$ cat src/rtl/sipo_rx.sv
// Serial-in/parallel-out receiver: LSB-first bits are assembled into words and handed off through a holding register with a ready/taken handshake.
// Optional build macro SIPO_OVERRUN_EN: keep the old word and raise a sticky overrun flag instead of overwriting.
module sipo_rx #(
    parameter int SIPO_DATA_WIDTH = 8
) (
    input  logic                       clk,
    input  logic                       rst,
    input  logic                       sipo_data_in,
    input  logic                       sipo_data_val,
    input  logic                       data_taken,
    input  logic                       overrun_clr,
    output logic [SIPO_DATA_WIDTH-1:0] sipo_data_out,
    output logic                       data_ready,
    output logic                       frame_err,
    output logic                       overrun
);

    localparam int CW = $clog2(SIPO_DATA_WIDTH);
    localparam logic [CW-1:0] LAST_BIT = CW'(SIPO_DATA_WIDTH - 1);

    logic [SIPO_DATA_WIDTH-1:0] shift_q, shift_d;
    logic [SIPO_DATA_WIDTH-1:0] hold_q, hold_d;
    logic [CW-1:0]              cnt_q, cnt_d;
    logic                       ready_q, ready_d;
    logic                       ferr_q, ferr_d;
    logic                       take;
    logic                       ovr_evt;

    always_comb begin
        shift_d = shift_q;
        cnt_d   = cnt_q;
        hold_d  = hold_q;
        ready_d = ready_q;
        ferr_d  = 1'b0;
        ovr_evt = 1'b0;
        take    = data_taken & ready_q;

        if (take) begin
            ready_d = 1'b0;
        end

        if (sipo_data_val) begin
            shift_d[cnt_q] = sipo_data_in;
            if (cnt_q == LAST_BIT) begin
                cnt_d = '0;
                // A take on the completing edge frees the slot, so it is not an overrun.
                if (!ready_q || take) begin
                    hold_d  = shift_d;
                    ready_d = 1'b1;
                end else begin
                    ovr_evt = 1'b1;
`ifndef SIPO_OVERRUN_EN
                    hold_d  = shift_d;
                    ready_d = 1'b1;
`endif
                end
            end else begin
                cnt_d = cnt_q + CW'(1);
            end
        end else if (cnt_q != '0) begin
            cnt_d   = '0;
            shift_d = '0;
            ferr_d  = 1'b1;
        end
    end

    always_ff @(posedge clk or negedge rst) begin
        if (!rst) begin
            shift_q <= '0;
            hold_q  <= '0;
            cnt_q   <= '0;
            ready_q <= 1'b0;
            ferr_q  <= 1'b0;
        end else begin
            shift_q <= shift_d;
            hold_q  <= hold_d;
            cnt_q   <= cnt_d;
            ready_q <= ready_d;
            ferr_q  <= ferr_d;
        end
    end

`ifdef SIPO_OVERRUN_EN
    logic ovr_q, ovr_d;

    // Setting takes priority so an overrun coinciding with a clear is not lost.
    always_comb begin
        ovr_d = ovr_q;
        if (overrun_clr) begin
            ovr_d = 1'b0;
        end
        if (ovr_evt) begin
            ovr_d = 1'b1;
        end
    end

    always_ff @(posedge clk or negedge rst) begin
        if (!rst) begin
            ovr_q <= 1'b0;
        end else begin
            ovr_q <= ovr_d;
        end
    end

    assign overrun = ovr_q;
`else
    logic unused_ovr;
    assign unused_ovr = ovr_evt ^ overrun_clr;
    assign overrun    = 1'b0;
`endif

    assign sipo_data_out = hold_q;
    assign data_ready    = ready_q;
    assign frame_err     = ferr_q;

endmodule

$ cat config.mk
export PLATFORM = sky130hd
export DESIGN_NAME = sipo_rx
export DESIGN_NICKNAME = d
export VERILOG_FILES = /design/src/rtl/sipo_rx.sv
export SDC_FILE = /design/constraint.sdc
export NUM_CORES = 1
export LEC_CHECK = 0
export BUFFER_PORTS_ARGS = -buffer_cell sky130_fd_sc_hd__buf_2
export CORE_UTILIZATION = 56
export CTS_CLUSTER_DIAMETER = 120
export DETAILED_ROUTE_END_ITERATION = 12
export GPL_TIMING_DRIVEN = 0
export PLACE_DENSITY_LB_ADDON = 0.12
export SYNTH_ARGS = -nofsm -noshare
export SYNTH_HDL_FRONTEND = slang
export SYNTH_SLANG_ARGS = --single-unit
$ cat constraint.sdc
create_clock -name clk -period 5.41 [get_ports clk]
set_clock_uncertainty 0.2 [all_clocks]
set_input_delay 0 -clock clk [delete_from_list [all_inputs] [get_ports clk]]
set_output_delay 0 -clock clk [all_outputs]
set_load 0.02 [all_outputs]
==> results of run 1 <==
==> layer usage <==
layer,vias to the layer above,share of wire,routed length (µm),GRT usage
met5,-,0,0,0
met4,0,0.018,40,0.0882
met3,5,0.059,129,0.0357
met2,36,0.48,1040,0.406
met1,405,0.44,955,0.325
li1,429,-,-,-
==> placed cells by master, fill, tap and decap left out, types with 2 or more instances in the layout <==
| cell | count |
|---|---|
| nor3_1 | 2 |
| nor2_1 | 12 |
| dfrtp_1 | 21 |
| nand3_1 | 2 |
| ha_1 | 3 |
| clkbuf_4 | 3 |
| o21ai_0 | 4 |
| and2_1 | 2 |
| buf_2 | 17 |
| nand3b_1 | 2 |
| buf_6 | 3 |
| mux2i_1 | 4 |
| o22ai_1 | 4 |
| a21oi_1 | 8 |
| o211a_1 | 2 |
| a31oi_1 | 4 |
| nand2_1 | 7 |
| a221o_1 | 4 |
| nor2b_1 | 3 |
| dlygate4sd3_1 | 5 |
| inv_1 | 8 |
| nand2b_1 | 2 |
==> repair_timing <==
item | in CTS | in global routing
setup buffers | 0 | 0
hold buffers | 5 | 0
endpoints found under the hold margin | 36 | 0
==> cells by family (layout without fill, tap and decap cells) <==
family | Yosys count | in the layout
buffers and inverters | 16 | 39
adders and majority gates | 3 | 3
muxes | 4 | 4
AOI/OAI and AO/OA | 30 | 30
DFF | 21 | 21
and+or+nand+nor | 35 | 35
other | 1 | 1
==> synthesized netlist by cell type (all sizes together) (2+ instances only) <==
cell type	instances	area (µm²)
inv	8	30.0
nand3b	2	15.0
and2	3	21.3
ha	3	37.5
nor2b	3	18.8
o211a	2	20.0
nor2	12	45.0
dfrtp	21	526
nand3	2	10.0
o21ai	4	20.0
nand2b	2	12.5
nor3	2	10.0
a221o	4	40.0
nand2	7	26.3
a21oi	8	40.0
a31oi	4	25.0
o22ai	4	25.0
mux2i	4	40.0
buf	7	56.3
==> cell type report <==
| cell class | instances | area share |
|---|---|---|
| buffer | 8 | 0.0480 |
| clock buffer | 3 | 0.0180 |
| clock inverter | 1 | 0.00400 |
| inverter | 8 | 0.0240 |
| multi-input combinational | 73 | 0.366 |
| sequential | 21 | 0.420 |
| tap | 25 | 0.0250 |
| timing repair buffer | 19 | 0.0959 |
==> power by group through the flow <==
stage / Combinational [W] / Clock (W) / Sequential (W)
finish: 0.000219 / 0.0000773 / 0.000233
global route: 0.000245 / 0.0000845 / 0.000239
CTS: 0.000220 / 0.0000803 / 0.000233
detailed placement: 0.000217 / 0 / 0.000236
global placement: 0.000210 / 0 / 0.000231
floorplan: 0.000134 / 0 / 0.000255
==> sequential cells by signal, summed over array words and instances (netlist names) <==
name and flops:
shift_q 8, sipo_data_out 8, cnt_q 3, data_ready 1, frame_err 1
==> per-stage QoR <==
stage	util	hold slack (ps)	area (µm²)	instances	total power, W
5_1_grt	0.710	324	1250	158	0.000568
6_report	0.710	292	1250	158	0.000530
3_5_place_dp	0.666	-223	1170	149	0.000453
2_1_floorplan	-	-496	1070	110	0.000389
3_3_place_gp	0.666	-222	1170	149	0.000442
4_1_cts	0.710	290	1250	158	0.000533
==> path summary, 6_finish.rpt <==
path                       startpoint  cells past startpoint          to
setup / recovery             cnt_q[0]                      7  shift_q[3]
hold / removal             data_ready                      1  data_ready
setup reg to reg             cnt_q[0]                      7  shift_q[3]
hold reg to reg            data_ready                      1  data_ready
max in group asynchronous         rst                      3    cnt_q[2]
min in group asynchronous         rst                      3  shift_q[3]
==> results.cfg, run 1 <==
[yosys]
synth_area_per_cell_um2 = 9.76
syn_nets = 119
yosys.area_share.xor_xnor = 0
synth_edf_count = 0
yosys_warnings = 0
ys_types = 30
seq_area_frac_synth = 0.490
synthSimpleGateAreaFrac = 0.163
synthCells = 110
synth-compound-area-share = 0.188
synth_top_family_by_area = compound AO/OA/AOI/OAI gates
ys_ff_latch = 21
synthMuxAreaShare = 0.0373
async_flop_share = 1.00
synth_fa_ha_area_frac = 0.0350
syn-cell-area_um2 = 1070
ys.flop_type = dfrtp_1

[clock_tree]
cts_resized = 0
cts_made_buffers = 3
cts_max_level = 1
tritoncts = built
clk_pin_slew_worst_paths_ps = 120
clockBufferDepth = 2
cts_sinks = 21
root_buffer = clkbuf_4
clkLatencyLatePin_ps = 310

[critical_path]
r2r_slack_ps = 3460
endpoint_kind = register
crit_slowest_cell = dfrtp_1
worstPathArrival_ps = 1970
path_class = register to register
max_stage_delay_ps = 490
critical_path.cell_chain = buf_6 > inv_1 > ha_1 > nor2b_1 > buf_6 > and2_4 > a221o_1
cp-start-kind = register
cp_max_fo = 10
crit_buf_inv = 3
cp_common_cell = buf_6
crit_family = flip-flops
worstPathRequired_ps = 5420

[final_layout]
syn_to_final_growth_pct = 16.7
nFillCells = 149
nets = 143
drive_gt1_frac = 0.203
regArea_um2 = 526
diodes = 0
multi_input_area_um2 = 458

[run]
drv_cap = 0

[die]
fp.dieW_um = 45.8
io_pins = 17
dieArea_um2 = 2100
initial_utilization = 0.609
die_y_um = 45.8
row_count = 15
core_um2 = 1760

[sta]
fin_setup_tns_ps = 0
hold_viol = 0
worstMarginPinSlew_ps = 916
period_needed_ps = 1950
min_period_over_period = 0.361
fmax_mhz = 512
relSlewSlack = 0.387
drv_slew = 0
rsz0062_at_grt = false
finalWorstSetupSlack_ps = 3460
finalSetupViolCount = 0

[power]
powerDensity_nw_per_um2 = 423
swShare = 0.393
p_int_w = 0.000321
combPwrFrac = 0.414
p_sw_w = 0.000208
pwr-share-seq = 0.440
ir_drop_mv = 0.220
clkPwrFrac = 0.146
p_leak_nw = 0.661

[global_routing]
antenna_found_initial = 0
grt_pass1_vias = 807
track_usage = 0.245
grt_pass1_wl_um = 3590
grt_max_degree = 22
overflow = 0

[drt]
dr.pass1.iters = 4
avgRoutedWirePerCell_um = 13.7
drtIter0Drc = 37
ant_nets = 0
drc = 0
totalWireLength_um = 2170
num_vias = 875
viasPerCell = 5.54

[run_status]
status = complete, no violations

[place]
place.gp.congestion = 0.800
dp_hpwl_um = 1560
portBuffers = 14
pre_cts_ws_ps = 3490

[hold_path]
hold_path_class = register to register
Note: power is estimated with default switching activity, not from simulation.
==> inputs of run 2 (changes only) <==
--- a/config.mk
+++ b/config.mk
@@ -6,7 +6,7 @@
 export NUM_CORES = 1
 export LEC_CHECK = 0
 export BUFFER_PORTS_ARGS = -buffer_cell sky130_fd_sc_hd__buf_2
-export CORE_UTILIZATION = 56
+export CORE_UTILIZATION = 49
 export CTS_CLUSTER_DIAMETER = 120
 export DETAILED_ROUTE_END_ITERATION = 12
 export GPL_TIMING_DRIVEN = 0
==> constraint.sdc (replaced) <==
create_clock -name clk -period 1.75 [get_ports clk]
set_clock_uncertainty 0.2 [all_clocks]
set_input_delay 0 -clock clk [delete_from_list [all_inputs] [get_ports clk]]
set_output_delay 0 -clock clk [all_outputs]
set_load 0.02 [all_outputs]
==> run 2 against run 1 <==
  * Clock power rose to 3.0 times the previous value
  * Routed wire length up 1.0%
  * Largest power group is now combinational cells
  * Final cell count up 2.5%
  * Flip-flop and latch count unchanged
  * Die area up 14%
  * Fmax up 16%
  * Design area up 2.5%
  * First-iteration DRC count down 14%
  * Register-to-register slack worse by 3400 ps
  * Sequential power rose to 3.0 times the previous value
  * Via count down 0.34%
  * Worst hold slack better by 22 ps
==> results.cfg, run 2 (synthesis gave the netlist of run 1 again) <==
[die]
io_pins = 17
die_y_um = 48.8
initial_utilization = 0.536
row_count = 16
core_um2 = 2000
dieArea_um2 = 2380
fp.dieW_um = 48.8

[global_routing]
grt_pass1_vias = 817
antenna_found_initial = 0
grt_pass1_wl_um = 3660
overflow = 0
track_usage = 0.201
grt_max_degree = 22

[final_layout]
nets = 145
syn_to_final_growth_pct = 19.6
diodes = 0
drive_gt1_frac = 0.237
final_cell_mix = 19 x dfrtp_1, 15 x buf_2, 12 x nor2_1
final_util = 0.641
final_common_cell = dfrtp_1
fin_area_um2 = 1280

[clock_tree]
cts_max_level = 1
cts_made_buffers = 3
cts_sinks = 21
tritoncts = built
clk_pin_slew_worst_paths_ps = 110
clockBufferDepth = 2
clkLatencyLatePin_ps = 300
root_buffer = clkbuf_4

[sta]
fmax_mhz = 593
rsz0062_at_grt = false
finalSetupViolCount = 0
min_period_over_period = 0.964
drv_slew = 0
fin_setup_tns_ps = 0
hold_viol = 0
period_needed_ps = 1690
finalWorstSetupSlack_ps = 62.6

[power]
swShare = 0.380
combPwrFrac = 0.436
clkPwrFrac = 0.139
pwr-share-seq = 0.425
p_sw_w = 0.000632
p_int_w = 0.00103
p_leak_nw = 0.669
ir_drop_mv = 0.783
powerDensity_nw_per_um2 = 1290
finalPower_w = 0.00166

[critical_path]
r2r_start = cnt_q[1]
worstPathRequired_ps = 1740
crit_buf_inv = 2
crit_family = compound AO/OA/AOI/OAI gates
max_stage_delay_ps = 440
r2r_end = shift_q[0]
r2r_slack_ps = 60
rr_worst_depth = 5
path_class = register to register
cp_max_fo = 9
endpoint_kind = register
critical_path.cell_chain = buf_6 > buf_4 > o31ai_1 > nor2_1 > a221o_1
crit_slowest_cell = dfrtp_2
cp.depth = 5
cp-start-kind = register
worstPathArrival_ps = 1680

[drt]
ant_nets = 0
num_vias = 872
totalWireLength_um = 2190
drc = 0
drtIter0Drc = 32
dr.pass1.iters = 4
viasPerCell = 5.38
avgRoutedWirePerCell_um = 13.5

[run_status]
status = complete, no violations

[run]
drv_cap = 0

[hold_path]
hold_start = data_ready
whs_path_depth = 1
hold_path_class = register to register
min_to = data_ready

[place]
dp_hpwl_um = 1510
pre_cts_ws_ps = -138
place.gp.congestion = 0.781
placed_cell_area_um2 = 1180
portBuffers = 14
-- run 2: how the worst max path moves through the flow --
stage                        start          endpoint  slack [ps]
after global routing      cnt_q[0]  sipo_data_out[1]          30
after detailed placement  cnt_q[0]        shift_q[3]        -140
after CTS                 cnt_q[0]        shift_q[3]         -20
final                     cnt_q[1]        shift_q[0]          60
after global placement    cnt_q[0]        shift_q[3]        -110
after floorplan           cnt_q[0]        shift_q[3]           1
-- run 2: timing repair --
item	CTS	global route
endpoints found under the hold margin	35	0
hold buffers	5	0
gates cloned	0	0
resized for setup	2	3
buffers inserted	4	0
setup endpoints to repair	13	13
-- run 2: layout make-up --
cell class / instances / area (µm²)
Clock buffer: 4 / 26.3
Timing Repair Buffer: 23 / 150
Inverter: 8 / 30.0
Fill cell: 174 / 718
Multi-Input combinational cell: 73 / 465
Tap cell: 27 / 33.8
Buffer: 6 / 50.0
Sequential cell: 21 / 528
-- run 2: stage by stage --
stage,cells,hold slack (ps)
floorplan,110,-496
global placement,151,-224
detailed placement,151,-216
CTS,163,321
global route,162,337
finish,162,314
-- run 2: power by group through the flow --
stage	logic, W	registers [W]	clock network, W
2_1_floorplan	0.000430	0.000791	0
3_3_place_gp	0.000667	0.000718	0
3_5_place_dp	0.000681	0.000725	0
4_1_cts	0.000752	0.000707	0.000240
5_1_grt	0.000787	0.000723	0.000259
6_report	0.000725	0.000706	0.000231
-- run 2: routing by layer --
metal	routed length [µm]	global-route usage
met1	990	0.270
met2	1060	0.331
met3	106	0.0218
met4	33	0.0784
met5	0	0
-- run 2: worst reg2reg max path, stage by stage (launching register included) --
cell     delay (ps)
dfrtp_2         440
buf_6           120
buf_4           150
o31ai_1         340
nor2_1           70
a221o_1         270
